===== config.mk =====
export PLATFORM = sky130hd
export DESIGN_NAME = video_timing_gen
export DESIGN_NICKNAME = d
export VERILOG_FILES = /design/src/rtl/video_pkg.sv /design/src/rtl/video_timing_gen_pattern_gen.sv /design/src/rtl/video_timing_gen.sv
export SDC_FILE = /design/constraint.sdc
export NUM_CORES = 1
export LEC_CHECK = 0
export CAP_MARGIN = 0
export CORE_MARGIN = 1
export CORE_UTILIZATION = 55
export CTS_CLUSTER_DIAMETER = 100
export DETAILED_ROUTE_END_ITERATION = 16
export GPL_ROUTABILITY_DRIVEN = 1
export HOLD_SLACK_MARGIN = 0.02
export PLACE_DENSITY_LB_ADDON = 0.25
export SLEW_MARGIN = 10
export SYNTH_ARGS = -nofsm -noshare
export SYNTH_HDL_FRONTEND = slang
export SYNTH_SLANG_ARGS = --single-unit

===== constraint.sdc =====
create_clock -name pixclk -period 6.22 [get_ports pixclk]
set_input_delay 0.933 -clock pixclk [delete_from_list [all_inputs] [get_ports pixclk]]
set_output_delay 0.933 -clock pixclk [all_outputs]
set_load 0.01 [all_outputs]

===== src/rtl/video_pkg.sv =====
// Shared types and timing constant sets for the video timing generator.
package video_pkg;

  typedef enum logic [1:0] {
    PAT_GRAD  = 2'd0,
    PAT_BARS  = 2'd1,
    PAT_CHECK = 2'd2,
    PAT_SOLID = 2'd3
  } pat_mode_e;

  // 640x480@60
  localparam int VGA_H_ACTIVE = 640;
  localparam int VGA_H_FP     = 16;
  localparam int VGA_H_SYNC   = 96;
  localparam int VGA_H_BP     = 48;
  localparam int VGA_V_ACTIVE = 480;
  localparam int VGA_V_FP     = 10;
  localparam int VGA_V_SYNC   = 2;
  localparam int VGA_V_BP     = 33;

  // 1280x720@60
  localparam int HD_H_ACTIVE = 1280;
  localparam int HD_H_FP     = 110;
  localparam int HD_H_SYNC   = 40;
  localparam int HD_H_BP     = 220;
  localparam int HD_V_ACTIVE = 720;
  localparam int HD_V_FP     = 5;
  localparam int HD_V_SYNC   = 5;
  localparam int HD_V_BP     = 20;

  function automatic logic [2:0] bar_next(input logic [2:0] idx);
    return (idx == 3'd7) ? idx : idx + 3'd1;
  endfunction

endpackage


===== src/rtl/video_timing_gen_pattern_gen.sv =====
// Stage-2 pixel colour generation from stage-1 coordinates, active flag and
// bar index, using the mode/colour latched at the start of the frame.
module pattern_gen
  import video_pkg::*;
#(
  parameter int CW       = 8,
  parameter int XW       = 10,
  parameter int YW       = 10,
  parameter int CHK_LOG2 = 5
) (
  input  logic            pixclk,
  input  logic            rst_n,
  input  logic [XW-1:0]   i_x,
  input  logic [YW-1:0]   i_y,
  input  logic            i_active,
  input  logic [2:0]      i_bar_idx,
  input  logic [1:0]      i_mode,
  input  logic [3*CW-1:0] i_solid,
  output logic [CW-1:0]   o_red,
  output logic [CW-1:0]   o_green,
  output logic [CW-1:0]   o_blue
);

  logic [CW-1:0] w_r, w_g, w_b;
  logic          w_chk;

  always_comb begin
    w_r   = '0;
    w_g   = '0;
    w_b   = '0;
    w_chk = i_x[CHK_LOG2] ^ i_y[CHK_LOG2];
    if (i_active) begin
      case (pat_mode_e'(i_mode))
        PAT_GRAD: begin
          w_r = CW'(i_x >> 2);
          w_b = CW'(i_y >> 2);
        end
        PAT_BARS: begin
          w_r = {CW{~i_bar_idx[1]}};
          w_g = {CW{~i_bar_idx[2]}};
          w_b = {CW{~i_bar_idx[0]}};
        end
        PAT_CHECK: begin
          w_r = {CW{w_chk}};
          w_g = {CW{w_chk}};
          w_b = {CW{w_chk}};
        end
        PAT_SOLID: {w_r, w_g, w_b} = i_solid;
        default: ;
      endcase
    end
  end

  always_ff @(posedge pixclk or negedge rst_n) begin
    if (!rst_n) begin
      o_red   <= '0;
      o_green <= '0;
      o_blue  <= '0;
    end else begin
      o_red   <= w_r;
      o_green <= w_g;
      o_blue  <= w_b;
    end
  end

endmodule


===== src/rtl/video_timing_gen.sv =====
// Video timing and test-pattern generator: raster counters, sync decode,
// frame-boundary mode latch and frame counter, with a two-stage output pipe.
module video_timing_gen
  import video_pkg::*;
#(
  parameter int H_ACTIVE = VGA_H_ACTIVE,
  parameter int H_FP     = VGA_H_FP,
  parameter int H_SYNC   = VGA_H_SYNC,
  parameter int H_BP     = VGA_H_BP,
  parameter int V_ACTIVE = VGA_V_ACTIVE,
  parameter int V_FP     = VGA_V_FP,
  parameter int V_SYNC   = VGA_V_SYNC,
  parameter int V_BP     = VGA_V_BP,
  parameter bit H_POL    = 1'b0,
  parameter bit V_POL    = 1'b0,
  parameter int CW       = 8,
  parameter int XW       = 10,
  parameter int YW       = 10,
  parameter int CHK_LOG2 = 5
) (
  input  logic            pixclk,
  input  logic            rst_n,
  input  logic [1:0]      mode,
  input  logic [3*CW-1:0] solid_rgb,
  output logic            de,
  output logic            hsync,
  output logic            vsync,
  output logic [CW-1:0]   red,
  output logic [CW-1:0]   green,
  output logic [CW-1:0]   blue,
  output logic [XW-1:0]   x,
  output logic [YW-1:0]   y,
  output logic            frame_start,
  output logic [15:0]     frame_cnt
);

  localparam int H_TOTAL = H_ACTIVE + H_FP + H_SYNC + H_BP;
  localparam int V_TOTAL = V_ACTIVE + V_FP + V_SYNC + V_BP;
  localparam int BW      = H_ACTIVE / 8;

  if (H_TOTAL > (1 << XW)) begin : g_h_overflow
    $error("video_timing_gen: H_TOTAL does not fit in XW bits");
  end
  if (V_TOTAL > (1 << YW)) begin : g_v_overflow
    $error("video_timing_gen: V_TOTAL does not fit in YW bits");
  end

  // One spare bit so compares against H_TOTAL-sized bounds never truncate.
  localparam logic [XW:0] H_ACT_C  = (XW+1)'(H_ACTIVE);
  localparam logic [XW:0] HS_ON_C  = (XW+1)'(H_ACTIVE + H_FP);
  localparam logic [XW:0] HS_OFF_C = (XW+1)'(H_ACTIVE + H_FP + H_SYNC);
  localparam logic [XW:0] H_LAST_C = (XW+1)'(H_TOTAL - 1);
  localparam logic [XW:0] BW_LST_C = (XW+1)'(BW - 1);
  localparam logic [YW:0] V_ACT_C  = (YW+1)'(V_ACTIVE);
  localparam logic [YW:0] VS_ON_C  = (YW+1)'(V_ACTIVE + V_FP);
  localparam logic [YW:0] VS_OFF_C = (YW+1)'(V_ACTIVE + V_FP + V_SYNC);
  localparam logic [YW:0] V_LAST_C = (YW+1)'(V_TOTAL - 1);

  logic [XW-1:0]   r_hc;
  logic [YW-1:0]   r_vc;
  pat_mode_e       r_mode;
  logic [3*CW-1:0] r_solid;
  logic            r_first_done;

  logic [XW-1:0]   r1_x;
  logic [YW-1:0]   r1_y;
  logic            r1_active, r1_hs, r1_vs, r1_fs;
  logic [XW-1:0]   r1_bar_pos;
  logic [2:0]      r1_bar_idx;

  logic            r_de, r_hsync, r_vsync, r_frame_start;
  logic [XW-1:0]   r_x;
  logic [YW-1:0]   r_y;
  logic [15:0]     r_frame_cnt;

  logic w_h_last, w_v_last, w_origin, w_active, w_hs_on, w_vs_on;

  assign w_h_last = ({1'b0, r_hc} == H_LAST_C);
  assign w_v_last = ({1'b0, r_vc} == V_LAST_C);
  assign w_origin = (r_hc == '0) && (r_vc == '0);
  assign w_active = ({1'b0, r_hc} < H_ACT_C) && ({1'b0, r_vc} < V_ACT_C);
  assign w_hs_on  = ({1'b0, r_hc} >= HS_ON_C) && ({1'b0, r_hc} < HS_OFF_C);
  assign w_vs_on  = ({1'b0, r_vc} >= VS_ON_C) && ({1'b0, r_vc} < VS_OFF_C);

  always_ff @(posedge pixclk or negedge rst_n) begin
    if (!rst_n) begin
      r_hc <= '0;
      r_vc <= '0;
    end else if (w_h_last) begin
      r_hc <= '0;
      r_vc <= w_v_last ? '0 : r_vc + YW'(1);
    end else begin
      r_hc <= r_hc + XW'(1);
    end
  end

  // Mode/colour only change at the frame origin so a frame is never mixed.
  always_ff @(posedge pixclk or negedge rst_n) begin
    if (!rst_n) begin
      r_mode       <= PAT_GRAD;
      r_solid      <= '0;
      r_first_done <= 1'b0;
    end else if (w_origin) begin
      r_mode       <= pat_mode_e'(mode);
      r_solid      <= solid_rgb;
      r_first_done <= 1'b1;
    end
  end

  always_ff @(posedge pixclk or negedge rst_n) begin
    if (!rst_n) begin
      r1_x       <= '0;
      r1_y       <= '0;
      r1_active  <= 1'b0;
      r1_hs      <= ~H_POL;
      r1_vs      <= ~V_POL;
      r1_fs      <= 1'b0;
      r1_bar_pos <= '0;
      r1_bar_idx <= '0;
    end else begin
      r1_x      <= r_hc;
      r1_y      <= r_vc;
      r1_active <= w_active;
      r1_hs     <= w_hs_on ? H_POL : ~H_POL;
      r1_vs     <= w_vs_on ? V_POL : ~V_POL;
      r1_fs     <= w_origin && r_first_done;
      if (r_hc == '0) begin
        r1_bar_pos <= '0;
        r1_bar_idx <= '0;
      end else if ({1'b0, r1_bar_pos} == BW_LST_C) begin
        r1_bar_pos <= '0;
        r1_bar_idx <= bar_next(r1_bar_idx);
      end else begin
        r1_bar_pos <= r1_bar_pos + XW'(1);
      end
    end
  end

  always_ff @(posedge pixclk or negedge rst_n) begin
    if (!rst_n) begin
      r_de          <= 1'b0;
      r_hsync       <= ~H_POL;
      r_vsync       <= ~V_POL;
      r_x           <= '0;
      r_y           <= '0;
      r_frame_start <= 1'b0;
      r_frame_cnt   <= '0;
    end else begin
      r_de          <= r1_active;
      r_hsync       <= r1_hs;
      r_vsync       <= r1_vs;
      r_x           <= r1_x;
      r_y           <= r1_y;
      r_frame_start <= r1_fs;
      r_frame_cnt   <= r_frame_cnt + {15'd0, r1_fs};
    end
  end

  pattern_gen #(
    .CW       (CW),
    .XW       (XW),
    .YW       (YW),
    .CHK_LOG2 (CHK_LOG2)
  ) u_pattern_gen (
    .pixclk    (pixclk),
    .rst_n     (rst_n),
    .i_x       (r1_x),
    .i_y       (r1_y),
    .i_active  (r1_active),
    .i_bar_idx (r1_bar_idx),
    .i_mode    (r_mode),
    .i_solid   (r_solid),
    .o_red     (red),
    .o_green   (green),
    .o_blue    (blue)
  );

  assign de          = r_de;
  assign hsync       = r_hsync;
  assign vsync       = r_vsync;
  assign x           = r_x;
  assign y           = r_y;
  assign frame_start = r_frame_start;
  assign frame_cnt   = r_frame_cnt;

endmodule


## Word-level counts from Yosys, hierarchy flattened

Index checks and enable logic that the tools add are counted.
W data, S select, Z words.

| cells by class | value |
|---|---|
| $add $sub $neg | 5 |
| muxes and demuxes | 15 |
| equal/unequal tests | 8 |
| bitwise logic cells | 4 |
| $lt $le $gt $ge | 6 |
| reductions and logical operators | 10 |

Operators with widths:

| cell | count |
|---|---|
| $pmux W8 S4 | 2 |
| $mux W10 | 4 |
| $add A10 B1 Y10 const B | 3 |
| $mux W8 | 3 |
| $pmux W8 S3 | 1 |
| $eq A10 B10 Y1 const B | 2 |
| $logic_not A10 Y1 | 2 |
| $lt A10 B10 Y1 const B | 2 |
| $lt A10 B9 Y1 const B | 2 |
| $add A16 B1 Y16 | 1 |
| $eq A10 B7 Y1 const B | 1 |
| $ge A10 B10 Y1 const B | 1 |
| $ge A10 B9 Y1 const B | 1 |
| $mux W3 | 3 |
| $logic_and A1 B1 Y1 | 5 |
| $eq A2 B2 Y1 const B | 2 |
| $add A3 B1 Y3 const B | 1 |
| $eq A3 B3 Y1 const B | 1 |
| $not A1 Y1 | 3 |
| $eq A2 B1 Y1 const B | 1 |
| $logic_not A2 Y1 | 1 |
| $mux W1 | 2 |
| $ne A2 B2 Y1 const B | 1 |
| $reduce_and A2 Y1 | 1 |
| 2 further kinds | 2 |

| storage, ports and cells | value |
|---|---|
| flip-flop bits (word level) | 148 |
| input port bits | 28 |
| output and inout port bits | 64 |

## Longest topological paths before layout

| depth | value |
|---|---|
| word-level depth | 4 |
| depth in mapped cells | 8 |
| mapped depth without buffers | 6 |

## Modules after synthesis

From an unflattened synthesis, not the netlist that was laid out.

| unflattened totals | value |
|---|---|
| cells, all modules | 420 |
| area total of the unflattened synthesis | 5647.9 um^2 |

Modules (own cells, without submodules):

| module | area each (um^2) | times used | cells each |
|---|---|---|---|
| video_timing_gen | 4645.7 | 1 | 330 |
| pattern_gen | 1002.2 | 1 | 90 |

## Worst setup path after synthesis

OpenSTA, ideal clock, no wires.

| timing | value |
|---|---|
| path type | register -> register |
| start | register r_hc[2] |
| end | register r_mode[0] |
| slack | 4062 ps |
| period minus slack after synthesis | 2158 ps |
| library setup time | 125 ps |
| arrival | 2032 ps |
| cell stages (with the launch flop) | 8 |
| path through | dfrtp_1 buf_6 or4_4 nor4_4 and4_1 buf_6 buf_12 mux2_4 |

| on the way | value |
|---|---|
| longest elaborated chain between the ends | 2 |

RTL lines:

| what | RTL line | source |
|---|---|---|
| start: declaration | video_timing_gen.sv:59 | `logic [XW-1:0] r_hc;` |
| start signal: assignment | video_timing_gen.sv:93 | `r_hc <= r_hc + XW'(1);` |
| $logic_not A10 Y1 | video_timing_gen.sv:80 | `assign w_origin = (r_hc == '0) && (r_vc == '0);` |
| $logic_and A1 B1 Y1 | video_timing_gen.sv:80 |  |
| end signal: assignment | video_timing_gen.sv:104 | `r_mode <= pat_mode_e'(mode);` |
| end: declaration | video_timing_gen.sv:61 | `pat_mode_e r_mode;` |

Every way passes these cells.
A chain may end at the register's enable or synchronous reset.

## Worst setup path after layout

| timing | value |
|---|---|
| start | register r_hc[2] |
| end | register r_solid[3] |

| on the way | value |
|---|---|
| longest elaborated chain between the ends | 2 |

RTL lines:

| what | RTL line | source |
|---|---|---|
| $logic_not A10 Y1 | video_timing_gen.sv:80 |  |
| $logic_and A1 B1 Y1 | video_timing_gen.sv:80 |  |
| end signal: assignment | video_timing_gen.sv:105 | `r_solid <= solid_rgb;` |
| end: declaration | video_timing_gen.sv:62 | `logic [3*CW-1:0] r_solid;` |

Every way passes these cells.

==> summary.txt <==
Synth
  – FF+latch count, synth: 148
  – Synth Instances: between 400 and 500
  – Post-Syn Area: 0.00576 sq mm
  – Net count after synthesis: approximately 460
  – Number of flops mapped to enable cells by yosys: 0
  – Top FF cell, synth: dfrtp_1
  – Number of distinct library cells after synthesis: 45
  – Share of the synthesized area in the top cell type: between 60% and 70%
  – Avg Cell Area, Syn: 13.7 sq um
  – Part of the Yosys area used for sequential elements: 64.4%
  – Synth area leader: dfrtp_1
  – Dominant cells by area after synthesis: dfrtp_1 (63%), mux2_4 (5.2%), xnor2_1 (3.5%)
  – Ys async rst share: 100%
  – Yosys warns: 0

Flow run
  – Maxcap violations: 0

Timing
  – Final Slew Violations: 0
  – Slew @ Worst Pin: between 1 and 1.5 ns
  – Final period util: 40.6%
  – Setup violations, final: 0
  – Final WS setup: around 3.7 ns
  – Fmax: 396 MHz
  – Final setup TNS: 0 ns
  – Post-Route Skew: 0.0105 ns
  – Final hold vios: 0
  – Min Tclk post-route: around 2.5 ns
  – Unrepaired setup endpoints after global routing: false
  – Rel. slew slack: 19.1%
  – Hold_ws: between 0.3 and 0.4 ns

Finish
  – Fraction of layout cells with a size suffix above 1: 13.8%
  – Finished Cell Area: 0.00730 sq mm
  – Final layout net count: 555
  – Area growth from synthesis to layout: 26.8%
  – Area of the multi-input gates: 0.00188 sq mm
  – Fill count: 652
  – Finished Layout Cells: approximately 660
  – # diodes: 0
  – Register area: between 0.003 and 0.004 sq mm
  – Final Util: roughly 73%

Route
  – Vias: ~3,700
  – Initial DRC count: 191
  – Residual DRC: 0
  – Routed wire length: 12.0 mm
  – Wirelength per Cell: 18.0 um
  – Avg Vias per Cell: 5.55
  – Pre-antenna DRT Iters: 4
  – Antenna viol nets, final: 0

Place
  – Placed instance count: 632
  – I/O Buffers: 91
  – Pre-CTS setup slack: approximately 3.7 ns
  – Final HPWL DP: 7.67 mm
  – DP Area: 0.00671 sq mm
  – Routability Congestion: ~0.8

Clock tree
  – Hold Buf Count CTS: 0
  – CTS sink count: around 150
  – Post_cts resized: 0
  – Post-CTS Repair Setup Buffers: 0
  – Clock-pin slew on the worst setup and hold paths: 0.07 ns
  – Max clock buf depth: 2
  – CTS Buf Count: 17
  – Root buffer cell: clkbuf_8
  – Clock latency on the worst-skew pair: 0.52 ns
  – H-tree Lvls: 4
  – TritonCTS clock tree: yes

GRT
  – Largest net degree at the start of global routing: 90
  – Number of global-route vias before repair: between 3,000 and 4,000
  – GRT Overall Usage: ~24%
  – Initial antenna violation count: 0
  – First-pass GRT wire length: slightly above 20 mm
  – Congestion Overflow GR: 0

Hold path
  – Hold_sp: r1_hs
  – Tightest Hold Check Type: reg -> reg

Power and ir drop
  – Overall power: ~2.1 mW
  – Pleak: 3.24 nW
  – Pwr/cell area: just under 300 mW/mm^2
  – Worst ir drop on vdd: 0.000211 V

Floorplan
  – Num ports: between 90 and 100
  – Die span in x: 104 um
  – Std-Cell Rows: 36
  – Die Y: between 100 and 150 um
  – Initial Util: 57.9%
  – Core area: 0.00995 sq mm
  – Die ar.: around 0.011 sq mm

Worst setup path
  – CP arrival: 2.92 ns
  – Crit Path Class: reg -> reg
  – Crit. End Element: flop
  – CP startpoint kind: flop
  – Critical path peak fanout: 26
  – Critical Path RT: 6.62 ns
  – Worst Setup SP: r_hc[2]
  – Reg2reg start: r_hc[2]

Run status
  – Outcome: finished clean
## logic make-up after synthesis
family,count (synthesis),share of synthesized area [%]
buf+inv,24,3.06
compound gates,57,7.21
flops,148,64.4
mux,30,7.12
xor+xnor,35,5.32
simple gates,119,10.9
fa+ha+maj,9,1.95
## cell usage in the layout, fill, tap and decap left out, types with 4 or more instances in the layout
cell type        synthesis  layout
nand3_1                 20      20
nor2_1                  28      28
o21ai_0                  4       4
clkbuf_16                0      16
ha_1                     9       9
a22o_1                  18      18
o21a_1                  18      18
dfrtp_1                144     144
clkinvlp_4               0       4
nor4_1                   4       4
mux2_4                  20      20
xor2_1                  12      12
nand2_1                 20      20
a21oi_1                  8       8
nor3_1                   9       9
and3_1                   8       8
mux2_2                   8       8
inv_1                    8       8
nand4_1                  8       8
dfstp_2                  4       4
xnor2_1                 23      23
clkdlybuf4s50_1          0      90
## synth_stat cells (all sizes together) (2+ instances only)
library cell / count
dfrtp: 144
mux2: 28
nor2: 28
xnor2: 23
nand2: 20
nand3: 20
a22o: 18
o21a: 18
xor2: 12
buf: 10
nor3: 10
ha: 9
a21oi: 8
and3: 8
inv: 8
nand4: 8
o21ai: 7
clkbuf: 6
nor4: 6
dfstp: 4
or4: 4
and2: 3
or2: 3
mux2i: 2
nand2b: 2
or3: 2
## final timing paths
path	depth (start not counted)	slack, ns	end
setup / recovery	5	3.70	r_solid[3]
hold / removal	0	0.36	hsync
setup reg to reg	5	3.70	r_solid[3]
hold reg to reg	0	0.36	hsync
max in group asynchronous	2	4.52	r_solid[18]
min in group asynchronous	1	0.46	frame_cnt[6]
## where the power goes
group / switching, mW / internal, mW / leakage, nW
clock: 0.386 / 0.632 / 0.280
sequential: 0.0121 / 0.985 / 1.86
combinational: 0.0496 / 0.0596 / 1.10
## flip-flops by register name, indices dropped and copies added (netlist names), 2 cells and up
name / cells
r_solid: 24
frame_cnt: 16
r1_bar_pos: 10
r1_x: 10
r1_y: 10
r_hc: 10
r_vc: 10
x: 10
y: 10
u_pattern_gen.o_blue: 8
u_pattern_gen.o_green: 8
u_pattern_gen.o_red: 8
r1_bar_idx: 3
r_mode: 2
## per-layer routing
metal	share of wire (%)	wire (um)	vias to the layer above	track usage, %
li1	-	-	1672	-
met1	44	5210	1882	32.9
met2	50	6030	112	37.7
met3	4.4	526	16	6.58
met4	1.6	186	0	9.59
met5	0	0	-	0
## cell type report
class	instances	area share (%)
Multi-Input combinational cell	250	25.7
Tap cell	133	2.28
Clock buffer	20	6.10
Clock inverter	11	2.07
Timing Repair Buffer	93	12.7
Sequential cell	148	50.8
Inverter	8	0.411
## critical path, stage by stage (launching register included)
cell and delay, ns:
dfrtp_1 0.47, or4_4 0.58, nor4_4 0.28, and4_1 0.25
buf_4 0.41, mux2_2 0.40
Power figures use the tool's default switching activity.
